$ cat src/rtl/debounce_pkg.sv
// Shared definitions for the button debounce FSM and its settle timer.
package debounce_pkg;

  // One-hot state constants used by the button debounce FSM.
  localparam logic [3:0] S0 = 4'b0001;
  localparam logic [3:0] S1 = 4'b0010;
  localparam logic [3:0] S2 = 4'b0100;
  localparam logic [3:0] S3 = 4'b1000;

  // Settle timer states, held in a 2-bit register.
  typedef enum logic [1:0] {
    T_IDLE = 2'd0,
    T_RUN  = 2'd1,
    T_DONE = 2'd2
  } timer_state_t;

  // Clocks per tick.
  function automatic int div_calc(input int clk_hz, input int tick_hz);
    return clk_hz / tick_hz;
  endfunction

  // Bits needed to hold 0..value-1 (minimum 1).
  function automatic int clog2(input int value);
    int r;
    r = 1;
    for (int i = 0; i < 31; i++) begin
      if ((1 << i) < value) r = i + 1;
    end
    return r;
  endfunction

endpackage

$ cat src/rtl/debounce_timer_tick_gen.sv
// Prescaler: counts 0..DIV-1 while enabled and flags the wrap edge as a tick.
module tick_gen
  import debounce_pkg::*;
#(
  parameter int DIV = 4
) (
  input  logic clk,
  input  logic reset,
  input  logic clr,
  input  logic en,
  output logic tick
);

  localparam int PW = clog2(DIV);
  localparam logic [PW-1:0] LAST = PW'(DIV - 1);

  logic [PW-1:0] pre_cnt;

  // Tick is combinational so the timer sees it on the same edge the prescaler wraps.
  assign tick = en && (pre_cnt == LAST);

  // Prescaler counter: cleared while clr is held, wraps to 0 after LAST.
  always_ff @(posedge clk or negedge reset) begin
    if (!reset) begin
      pre_cnt <= '0;
    end else if (clr) begin
      pre_cnt <= '0;
    end else if (en) begin
      if (pre_cnt == LAST) pre_cnt <= '0;
      else                 pre_cnt <= pre_cnt + PW'(1);
    end
  end

endmodule

$ cat src/rtl/debounce_timer.sv
// Settle timer for the button debounce FSM. Counts ticks while timer_reset is low
// and raises a sticky timer_done once period_reg ticks have elapsed.
// Optional feature macro: DEBOUNCE_TIMER_PULSE_EN adds the one-cycle `expired` output.
//
// Handshake: there is no valid/ready pair here. timer_reset is a level hold/clear
// (high = idle and cleared), load_en is a single-cycle strobe sampled on posedge clk,
// and timer_done is a registered level that stays high until timer_reset or reset.
module debounce_timer
  import debounce_pkg::*;
#(
  parameter int CLK_HZ       = 100_000_000,
  parameter int TICK_HZ      = 1_000,
  parameter int PERIOD_TICKS = 20,
  parameter int TW           = 8
) (
  input  logic          clk,
  input  logic          reset,
  input  logic          timer_reset,
  output logic          timer_done,
  input  logic          load_en,
  input  logic [TW-1:0] load_val,
  output logic          busy
`ifdef DEBOUNCE_TIMER_PULSE_EN
  ,
  output logic          expired
`endif
);

  localparam int DIV = div_calc(CLK_HZ, TICK_HZ);
  localparam logic [TW-1:0] PERIOD_INIT =
    (PERIOD_TICKS == 0) ? TW'(1) : TW'(PERIOD_TICKS);

  timer_state_t  state, state_next;
  logic [TW-1:0] tick_cnt;
  logic [TW-1:0] period_reg;
  logic          tick;
  logic          count_en;
  logic          reached;

  // The first low edge out of IDLE already counts as a prescaler step.
  assign count_en = !timer_reset && ((state == T_IDLE) || (state == T_RUN));

  tick_gen #(.DIV(DIV)) u_tick_gen (
    .clk   (clk),
    .reset (reset),
    .clr   (timer_reset),
    .en    (count_en),
    .tick  (tick)
  );

  // Expiry: either a freshly loaded period is already met, or this tick reaches it.
  assign reached = (tick_cnt >= period_reg) ||
                   (tick && (({1'b0, tick_cnt} + 1'b1) >= {1'b0, period_reg}));

  // Next-state logic; timer_reset overrides everything, including a same-edge expiry.
  always_comb begin
    state_next = state;
    case (state)
      T_IDLE:  state_next = T_RUN;
      T_RUN:   if (reached) state_next = T_DONE;
      T_DONE:  state_next = T_DONE;
      default: state_next = T_IDLE;
    endcase
    if (timer_reset) state_next = T_IDLE;
  end

  // State register.
  always_ff @(posedge clk or negedge reset) begin
    if (!reset) state <= T_IDLE;
    else        state <= state_next;
  end

  // Tick counter: cleared on hold, saturates at period_reg so it never wraps.
  always_ff @(posedge clk or negedge reset) begin
    if (!reset) begin
      tick_cnt <= '0;
    end else if (timer_reset) begin
      tick_cnt <= '0;
    end else if (count_en && tick && (tick_cnt < period_reg)) begin
      tick_cnt <= tick_cnt + TW'(1);
    end
  end

  // Period register: loads in any state; a zero period is stored as one tick.
  always_ff @(posedge clk or negedge reset) begin
    if (!reset) begin
      period_reg <= PERIOD_INIT;
    end else if (load_en) begin
      period_reg <= (load_val == '0) ? TW'(1) : load_val;
    end
  end

  assign timer_done = (state == T_DONE);
  assign busy       = (state == T_RUN) && !timer_reset;

`ifdef DEBOUNCE_TIMER_PULSE_EN
  // One-cycle pulse registered on the edge where timer_done goes 0->1.
  always_ff @(posedge clk or negedge reset) begin
    if (!reset) expired <= 1'b0;
    else        expired <= (state != T_DONE) && (state_next == T_DONE);
  end
`else
  // No pulse output in this build.
`endif

endmodule
$ cat config.mk
export PLATFORM = sky130hd
export DESIGN_NAME = debounce_timer
export DESIGN_NICKNAME = d
export VERILOG_FILES = /design/src/rtl/debounce_pkg.sv /design/src/rtl/debounce_timer_tick_gen.sv /design/src/rtl/debounce_timer.sv
export SDC_FILE = /design/constraint.sdc
export NUM_CORES = 1
export LEC_CHECK = 0
export ABC_AREA = 1
export CORE_ASPECT_RATIO = 1.2
export CORE_MARGIN = 2
export CORE_UTILIZATION = 30
export DETAILED_ROUTE_END_ITERATION = 7
export DONT_BUFFER_PORTS = 1
export PLACE_DENSITY_LB_ADDON = 0.08
export SETUP_SLACK_MARGIN = 0.02
export SLEW_MARGIN = 20
export SYNTH_ARGS = -nofsm -noshare
export SYNTH_HDL_FRONTEND = slang
export SYNTH_SLANG_ARGS = --single-unit
$ cat constraint.sdc
create_clock -name clk -period 5.4 [get_ports clk]
set_input_delay 1.35 -clock clk [delete_from_list [all_inputs] [get_ports clk]]
set_output_delay 1.35 -clock clk [all_outputs]
set_load 0.03 [all_outputs]
==> results.json <==
{
  "io_buffers": 0,
  "first_pass_iters": 4,
  "grt.total_usage_pct": 13.57,
  "cp_max_fo": 6,
  "largest_reg_flops": 17,
  "cts_buffers": 5,
  "status": "finished clean",
  "antenna_found_initial": 0,
  "grt_max_degree": 36,
  "drt_iter0_drc": 61,
  "ys.warnings.count": 0,
  "maxSlewHeadroom_pct": 58.78,
  "initial_utilization_pct": 30.96,
  "drtAntennaViolNets": 0,
  "max_cap_viol_count": 0,
  "hpwl_um": 4043,
  "wl_per_cell_um": 13.32,
  "ff2ff_setup_slack_ns": 3.24,
  "skew_ns": 0.009771,
  "cp_slowest_cell": "nor2_1",
  "syn-instance-count": 296,
  "drt_drc_violations_left": 0,
  "cp.depth": 1,
  "fmax_mhz": 315.2,
  "worstHoldPathType": "reg2reg",
  "vdd_ir_drop_max_mv": 0.09823,
  "path_cells": "nor2_1",
  "syn-num-nets": 329,
  "first_global_vias": 1957,
  "die_width_um": 85.18,
  "ios": 14,
  "hold_start": "period_reg[4]",
  "clockBufferDepth": 2,
  "cts_tree": "yes",
  "regArea_um2": 878.3,
  "drive_gt1_share_pct": 11.92,
  "p_leak_nw": 1.266,
  "final_cells": 394,
  "synth_area_mm2": 0.002372,
  "p_per_area_mw_per_mm2": 231.1,
  "drv_slew": 0,
  "fp.dieH_um": 101.4,
  "clock_latency_ns": 0.29,
  "power_frac_seq_pct": 49.9,
  "setup_tns_ns": 0,
  "worstPathArrival_ns": 1.82,
  "crit_family": "simple AND/OR/NAND/NOR gates",
  "place_inst": 386,
  "pwr-share-clk_pct": 32.6,
  "yosys.area.top_type": "dfrtp_1",
  "vias": 1902,
  "pwr-share-comb_pct": 17.5,
  "cp-end-kind": "output pin",
  "fillers": 828,
  "ys_seq_elements": 35,
  "start_kind": "input pin",
  "multi_input_area_mm2": 0.001310,
  "area_delta_synth_final_pct": 7.753,
  "final_cell_area_mm2": 0.002556,
  "r2r_start": "tick_cnt[0]",
  "tightestPinTransition_ns": 0.6161,
  "finalSetupViolCount": 0,
  "htreeDepth": 2,
  "postCtsSetupRepairBufs": 0,
  "hold_viol_final": 0,
  "intPower_w": 0.0004025,
  "gp_congestion": 0.7391,
  "grt_pass1_wl_um": 9183,
  "timing.final.crit_share_pct": 58.75,
  "cts_root_buf": "clkbuf_8",
  "clkTransAtPathRegs_ns": 0.08,
  "yosysUniqueCellTypes": 34,
  "swShare_pct": 31.85,
  "slowest_delay_ns": 0.47,
  "routed_via_density": 4.827,
  "cts_resized": 0,
  "ys_seq_area_share_pct": 37.03,
  "row_count": 35,
  "cp_num_buf_inv": 0,
  "reg2reg_to": "state[1]",
  "grt_overflow": 0,
  "cts.sinks": 35,
  "critPathKind": "in2out",
  "reg2reg_depth": 15,
  "rsz0062_at_grt": "no",
  "coreArea_mm2": 0.007664,
  "pre_cts_ws_ns": 2.211,
  "critPathLaunch": "timer_reset",
  "synth_top_area_share_pct": 34.81,
  "antenna_cells": 0,
  "p_sw_w": 0.0001881,
  "setup_slack_ns": 2.227,
  "avgSynthCellArea_um2": 8.014,
  "crit_end": "busy",
  "min_period_ns": 3.173,
  "die_area_mm2": 0.008638,
  "cp.required_ns": 4.05,
  "synth_area_leaders": "dfrtp_1 (35%), ha_1 (11%), nand2_1 (10%)",
  "finalNetCount": 334,
  "post_dp_cell_area_mm2": 0.002472,
  "finalWirelength_um": 5249,
  "cts_hold_buf": 0
}
## synthesized netlist by cell type
master,count
nand2_1,65
inv_1,39
dfrtp_1,33
nand3_1,24
ha_1,21
o21ai_0,15
nor2_1,14
a21oi_1,12
xor2_1,10
nand4_1,9
o21ai_1,5
o22ai_1,5
inv_2,4
nand2_2,4
nor3_2,4
nor4_1,4
nor3_1,3
o21ai_2,3
clkinv_1,2
dfstp_2,2
nand2_4,2
nor2_2,2
nor2_4,2
xnor2_1,2
a22o_1,1
a31oi_1,1
buf_6,1
clkbuf_1,1
nand3_2,1
nand3_4,1
nand4_2,1
nor2_8,1
o21a_1,1
or2_2,1
## final cells by class
| type | instances | share of cell area (%) |
|---|---|---|
| clock buffer | 5 | 2.692 |
| clock inverter | 3 | 0.5874 |
| inverter | 45 | 6.608 |
| multi-input combinational | 214 | 51.25 |
| sequential | 35 | 34.36 |
| tap | 92 | 4.503 |
## power by group through the flow
| stage | clock [W] | sequential (W) | combinational (W) |
|---|---|---|---|
| CTS | 0.000205 | 0.000295 | 0.000107 |
| floorplan | 0 | 0.000297 | 0.0000866 |
| global placement | 0 | 0.000300 | 0.000105 |
| global route | 0.000213 | 0.000298 | 0.000122 |
| detailed placement | 0 | 0.000300 | 0.000105 |
| finish | 0.000193 | 0.000295 | 0.000103 |
## cells in the final DEF (no fill, tap or decap), types with 4 or more instances in the layout
| cell | instances |
|---|---|
| a21oi_1 | 12 |
| clkbuf_8 | 5 |
| dfrtp_1 | 33 |
| ha_1 | 21 |
| inv_1 | 39 |
| inv_2 | 4 |
| nand2_1 | 65 |
| nand2_2 | 4 |
| nand3_1 | 24 |
| nand4_1 | 9 |
| nor2_1 | 14 |
| nor3_2 | 4 |
| nor4_1 | 4 |
| o21ai_0 | 15 |
| o21ai_1 | 5 |
| o22ai_1 | 5 |
| xor2_1 | 10 |
## layer usage
layer / vias to the layer above / share of wire, % / GRT usage (%)
met5: - / 0 / 0
met4: 0 / 1.8 / 4.762
met3: 9 / 2.1 / 2.526
met2: 22 / 52 / 25.66
met1: 874 / 44 / 15.09
li1: 997 / - / -
## through the flow
step | hold slack [ns] | util (%) | total power, W
2_1_floorplan | 0.4805 | - | 0.0003832
3_3_place_gp | 0.5078 | 32.26 | 0.0004049
3_5_place_dp | 0.5206 | 32.26 | 0.0004055
4_1_cts | 0.5395 | 33.36 | 0.0006062
5_1_grt | 0.5834 | 33.36 | 0.0006331
6_report | 0.5287 | 33.36 | 0.0005906
## worst min path at each step
stage,to,slack [ns],cells past startpoint
global route,u_tick_gen.pre_cnt[16],0.58,2
finish,period_reg[4],0.53,2
detailed placement,period_reg[0],0.52,2
global placement,period_reg[0],0.51,2
CTS,period_reg[4],0.54,2
floorplan,period_reg[0],0.48,2
## cells by family after synthesis
kind of cell	Yosys count	synth area share, %
AND/OR/NAND/NOR	138	29.59
XOR/XNOR	12	4.430
flip-flops	35	37.03
adder cells (fa/ha/maj)	21	11.08
AO/OA/AOI/OAI	43	10.13
buffers and inverters	47	7.753
Note: power is estimated with default switching activity, not from simulation.
==> RTL change 1, RTL diff (same settings) <==
Encoding of `timer_state_t`: now one-hot (3 bits for 3 states).
--- a/src/rtl/debounce_pkg.sv
+++ b/src/rtl/debounce_pkg.sv
@@ -10,6 +10,6 @@
   // Settle timer states, held in a 2-bit register.
-  typedef enum logic [1:0] {
-    T_IDLE = 2'd0,
-    T_RUN  = 2'd1,
-    T_DONE = 2'd2
+  typedef enum logic [2:0] {
+    T_IDLE = 3'b001,
+    T_RUN  = 3'b010,
+    T_DONE = 3'b100
   } timer_state_t;
Function: same outputs for any inputs over 10 cycles, from zero or initial values and one cycle with reset low; not proved beyond that.
==> RTL change 1 against the unedited design <==
- register-to-register slack gained 0.11 ns
- sequential cell count increased by 1
- die area down 1.9%
- hold slack got worse by 0.0096 ns
- area after synthesis shrank 2.0%
- total power hardly changed
- worst setup slack worse by 0.024 ns
- core utilization is 0.43 points lower
- cell area shrank 1.9%
- first-iteration DRC count decreased by 23%
- wire length increased by 1.6%
- clock power barely moved
- clock skew rose by 0.0015 ns
- largest cell class unchanged
- highest routed layer unchanged
==> RTL change 1: results (changes against the unedited design) <==
[run_status]
run_status=finished, final reports clean

[clocking]
post_cts_resize_count=0  ; unchanged
cts_post_setup_buffers_inserted=0  ; unchanged
htree_levels=2  ; unchanged
tritoncts.num_buffers=5  ; unchanged
max-clock-path-buffers=2  ; unchanged
cts.clk_slew.worst_paths_ns=0.07

[sta]
timing.clock.skew_ns=0.0113  ; +0.00152 ns
timing.slew.headroom_pct=29.8  ; -29 points
maximum_clock_frequency_ghz=0.313  ; -0.75%
fin_hold_ws_ns=0.519  ; -0.00958 ns

[global_route]
grtUsageMet1_pct=14.9  ; -0.17 points
grt_start_max_net_pins=37  ; +2.8%
global_routing_met3_resource_utilization_pct=2.55  ; +0.023 points
globalRouteTotalUtil_pct=13.8  ; +0.22 points
wire_length_of_the_first_global_routing_pass_um=9160  ; -0.22%
first_global_vias=1985  ; +1.4%
grt_use_met2_pct=26.3  ; +0.65 points
grt_antenna_before_repair=0  ; unchanged

[place]
dpl_worst_slack_ns=2.20  ; -0.0153 ns
place_congestion=0.752  ; +1.7%
dpl_cell_area_um2=2430  ; -1.8%
placed_cells_incl_taps=390  ; +1.0%
hpwlAfterDp_um=4070  ; +0.67%

[synth]
synth_nets=331  ; +0.61%
synthDistinctLibCells=29  ; -15%
synthesis.area_per_instance_um2=7.72  ; -3.6%
synth_area_leaders=sky130_fd_sc_hd__dfrtp_1, sky130_fd_sc_hd__nand2_1, sky130_fd_sc_hd__ha_1
synth-seq-area-share_pct=38.9  ; +1.9 points
postSynth.asyncResetShare_pct=100  ; unchanged
synth.cells.most_frequent=sky130_fd_sc_hd__nand2_1, sky130_fd_sc_hd__inv_1, sky130_fd_sc_hd__dfrtp_1

[drt]
detail_route.wl_per_cell_um=13.4  ; +0.54%
wl_met1_um=2290  ; -0.30%
drt_wl_total_um=5330  ; +1.6%
detail_route.first_pass.iterations=4  ; unchanged
wl_met2_um=2810  ; +2.2%
detail_route.vias_per_cell=4.83  ; +0.14%
drt_first_iter_violations=47  ; -23%
met3_length_um=125  ; +14%

[worst_setup_path]
worst_setup_slack_for_register_to_register_paths_ns=3.35  ; +0.11 ns
crit_fanout=3  ; -3
reg2reg_depth=15  ; unchanged
timing.critical_path.to=busy
largest_incremental_delay_on_the_critical_path_ns=0.50  ; +0.03 ns
crit_start=timer_reset
cpMaxStageDelayCell=sky130_fd_sc_hd__nor2_1
cpLargestDelayFamily=simple AND/OR/NAND/NOR gates
timing.critical_path.arrival_ns=1.85  ; +0.03 ns

[power_and_ir_drop]
cellLeakagePower_nw=1.24  ; -2.1%
power.net_switching_mw=0.183  ; -2.7%
irDropWorstVdd_uv=103  ; +4.4%

[final_layout]
finalNetCount=335  ; +0.30%
nFillCells=836  ; +0.97%
drive_above_1_share_pct=8.17  ; -3.8 points
flip_flop_count_of_the_largest_register_all_copies_and_words_added=17  ; unchanged

[worst_hold_path]
hold_path_end=u_tick_gen.pre_cnt[1]
hold_wc_startpoint=u_tick_gen.pre_cnt[1]
timing.hold.worst_path_depth=2  ; unchanged

[RTL change 1: cell families after synthesis]
| group | Yosys count | synth area share [%] |
|---|---|---|
| xor+xnor | 12 | 4.52 |
| fa+ha+maj | 18 | 9.69 |
| compound gates | 42 | 9.42 |
| buf+inv | 45 | 7.32 |
| simple gates | 148 | 30.1 |
| flops | 36 | 38.9 |
[RTL change 1: cell type report]
type | instances | area, um2 | share of cell area [%]
clock inverter | 1 | 5.00 | 0.200
clock buffer | 7 | 76.3 | 3.04
sequential | 36 | 905 | 36.1
inverter | 42 | 158 | 6.28
tap | 92 | 115 | 4.59
multi-input combinational | 220 | 1250 | 49.8
[RTL change 1: power groups by stage]
stage               logic, mW  registers [mW]  clock network, mW
finish                 0.0950           0.303              0.193
global route            0.109           0.306              0.213
CTS                    0.0986           0.303              0.203
detailed placement     0.0985           0.308                  0
global placement       0.0985           0.309                  0
floorplan              0.0763           0.305                  0
==> RTL change 2, RTL diff (config.mk and constraints unchanged) <==
Without the edit above. Add a define of `DEBOUNCE_TIMER_PULSE_EN`.
--- a/src/rtl/debounce_timer.sv
+++ b/src/rtl/debounce_timer.sv
@@ -7,2 +7,4 @@
 // and timer_done is a registered level that stays high until timer_reset or reset.
+`define DEBOUNCE_TIMER_PULSE_EN
+
 module debounce_timer
Function (old outputs only; new: expired): kept (equiv_simple and equiv_induct, registers matched by name and starting in step).
==> RTL change 2 against the unedited design <==
- highest routed layer unchanged
- sequential cell count up 1
- worst setup slack better by 0.021 ns
- global-route usage is 0.13 points higher
- via count down 2.2%
- critical path depth is the same
- area after synthesis down 1.7%
- hold slack lost 0.050 ns
- cell area decreased by 0.24%
- sequential share of layout area rose by 1.1 points
- wire length is 1.5% higher
Power is not compared: it rests on default switching activity, and its combinational part moved more than twofold at a synthesized area within 25%.
==> RTL change 2: results (changes against the unedited design) <==
[global_route]
grt_start_max_net_pins=37  ; +2.8%
grtUsageMet1_pct=16.3  ; +1.2 points
wire_length_of_the_first_global_routing_pass_um=9200  ; +0.23%
grt_use_met2_pct=25.3  ; -0.33 points
global_routing_met3_resource_utilization_pct=2.29  ; -0.23 points
globalRouteTotalUtil_pct=13.7  ; +0.13 points
first_global_vias=1891  ; -3.4%

[final_layout]
layoutNonFillerInstCount=394  ; unchanged
nFillCells=857  ; +3.5%
finalNetCount=331  ; -0.90%
drive_above_1_share_pct=12.6  ; +0.66 points

[worst_hold_path]
hold_wc_startpoint=state[0]
timing.hold.worst_path_depth=1  ; -1
hold_path_end=state[0]

[worst_setup_path]
reg2reg_to=state[1]
largest_incremental_delay_on_the_critical_path_ns=0.45  ; -0.02 ns
reg2reg_depth=15  ; unchanged
crit_fanout=4  ; -2
worst_setup_slack_for_register_to_register_paths_ns=3.09  ; -0.15 ns
timing.critical_path.arrival_ns=1.80  ; -0.02 ns
cpMaxStageDelayCell=sky130_fd_sc_hd__nor2_1

[sta]
timing.clock.skew_ns=0.00725  ; -0.00252 ns
timing.slew.headroom_pct=53.6  ; -5.2 points

[place]
dpl_cell_area_um2=2440  ; -1.2%
hpwlAfterDp_um=4130  ; +2.1%
place_congestion=0.759  ; +2.7%
numPortBuffers=0  ; unchanged

[drt]
wl_met1_um=2390  ; +4.1%
drt_first_iter_violations=35  ; -43%
met3_length_um=77  ; -30%
drt_wl_total_um=5330  ; +1.5%
detail_route.vias_per_cell=4.72  ; -2.2%
wl_met2_um=2810  ; +2.3%

[synth]
synth.cells.most_frequent=sky130_fd_sc_hd__nand2_1, sky130_fd_sc_hd__inv_1, sky130_fd_sc_hd__dfrtp_1
ys_dominant_reg_cell=sky130_fd_sc_hd__dfrtp_1
yosysWarnings=0  ; unchanged
synth-seq-area-share_pct=38.8  ; +1.7 points
synthDistinctLibCells=31  ; -8.8%
synthesis.area_per_instance_um2=7.90  ; -1.4%
synth_area_leaders=sky130_fd_sc_hd__dfrtp_1, sky130_fd_sc_hd__nand2_1, sky130_fd_sc_hd__ha_1

[run_status]
run_status=finished, final reports clean

[clocking]
max-clock-path-buffers=2  ; unchanged
post_cts_resize_count=0  ; unchanged

[power_and_ir_drop]
power.share.switching_pct=23.8
power.combinational.total_mw=0.0383
cellLeakagePower_nw=1.21

## RTL change 2: cell types whose count changed in the layout (fill, tap and decap cells not counted), moves of 3 or more
cell                      unedited run  this run
sky130_fd_sc_hd__a21oi_1            12        15
sky130_fd_sc_hd__ha_1               21        18
sky130_fd_sc_hd__nand2_1            65        61
sky130_fd_sc_hd__nand2_2             4         7
sky130_fd_sc_hd__nor3_2              4         1
sky130_fd_sc_hd__o22ai_1             5         1
## RTL change 2: logic make-up after synthesis
group / Yosys count / synth area share [%]
AOI/OAI and AO/OA: 48 / 11.6
and+or+nand+nor: 140 / 29.5
DFF: 36 / 38.8
xor gates and xnor gates: 9 / 3.38
adders and majority gates: 18 / 9.66
buffers and inverters: 44 / 7.08
## RTL change 2: cell type report
class	count	share of cell area, %
multi-input combinational	215	49.5
sequential	36	35.4
inverter	43	6.33
tap	92	4.51
clock buffer	6	2.85
clock inverter	2	1.37
## RTL change 2: how the worst max path moves through the flow
stage | slack (ns) | to | cells after the start | startpoint
finish | 2.25 | busy | 1 | timer_reset
global route | 2.20 | busy | 1 | timer_reset
CTS | 2.24 | busy | 1 | timer_reset
detailed placement | 2.24 | busy | 1 | timer_reset
global placement | 2.24 | busy | 1 | timer_reset
floorplan | 2.26 | busy | 1 | timer_reset
## RTL change 2: through the flow
| stage | total power, mW | hold WS, ns | util, % | setup slack [ns] |
|---|---|---|---|---|
| finish | 0.563 | 0.479 | 33.5 | 2.25 |
| global route | 0.589 | 0.527 | 33.5 | 2.20 |
| CTS | 0.572 | 0.490 | 33.5 | 2.24 |
| detailed placement | 0.329 | 0.480 | 32.1 | 2.24 |
| global placement | 0.328 | 0.478 | 32.1 | 2.24 |
| floorplan | 0.319 | 0.446 | - | 2.26 |
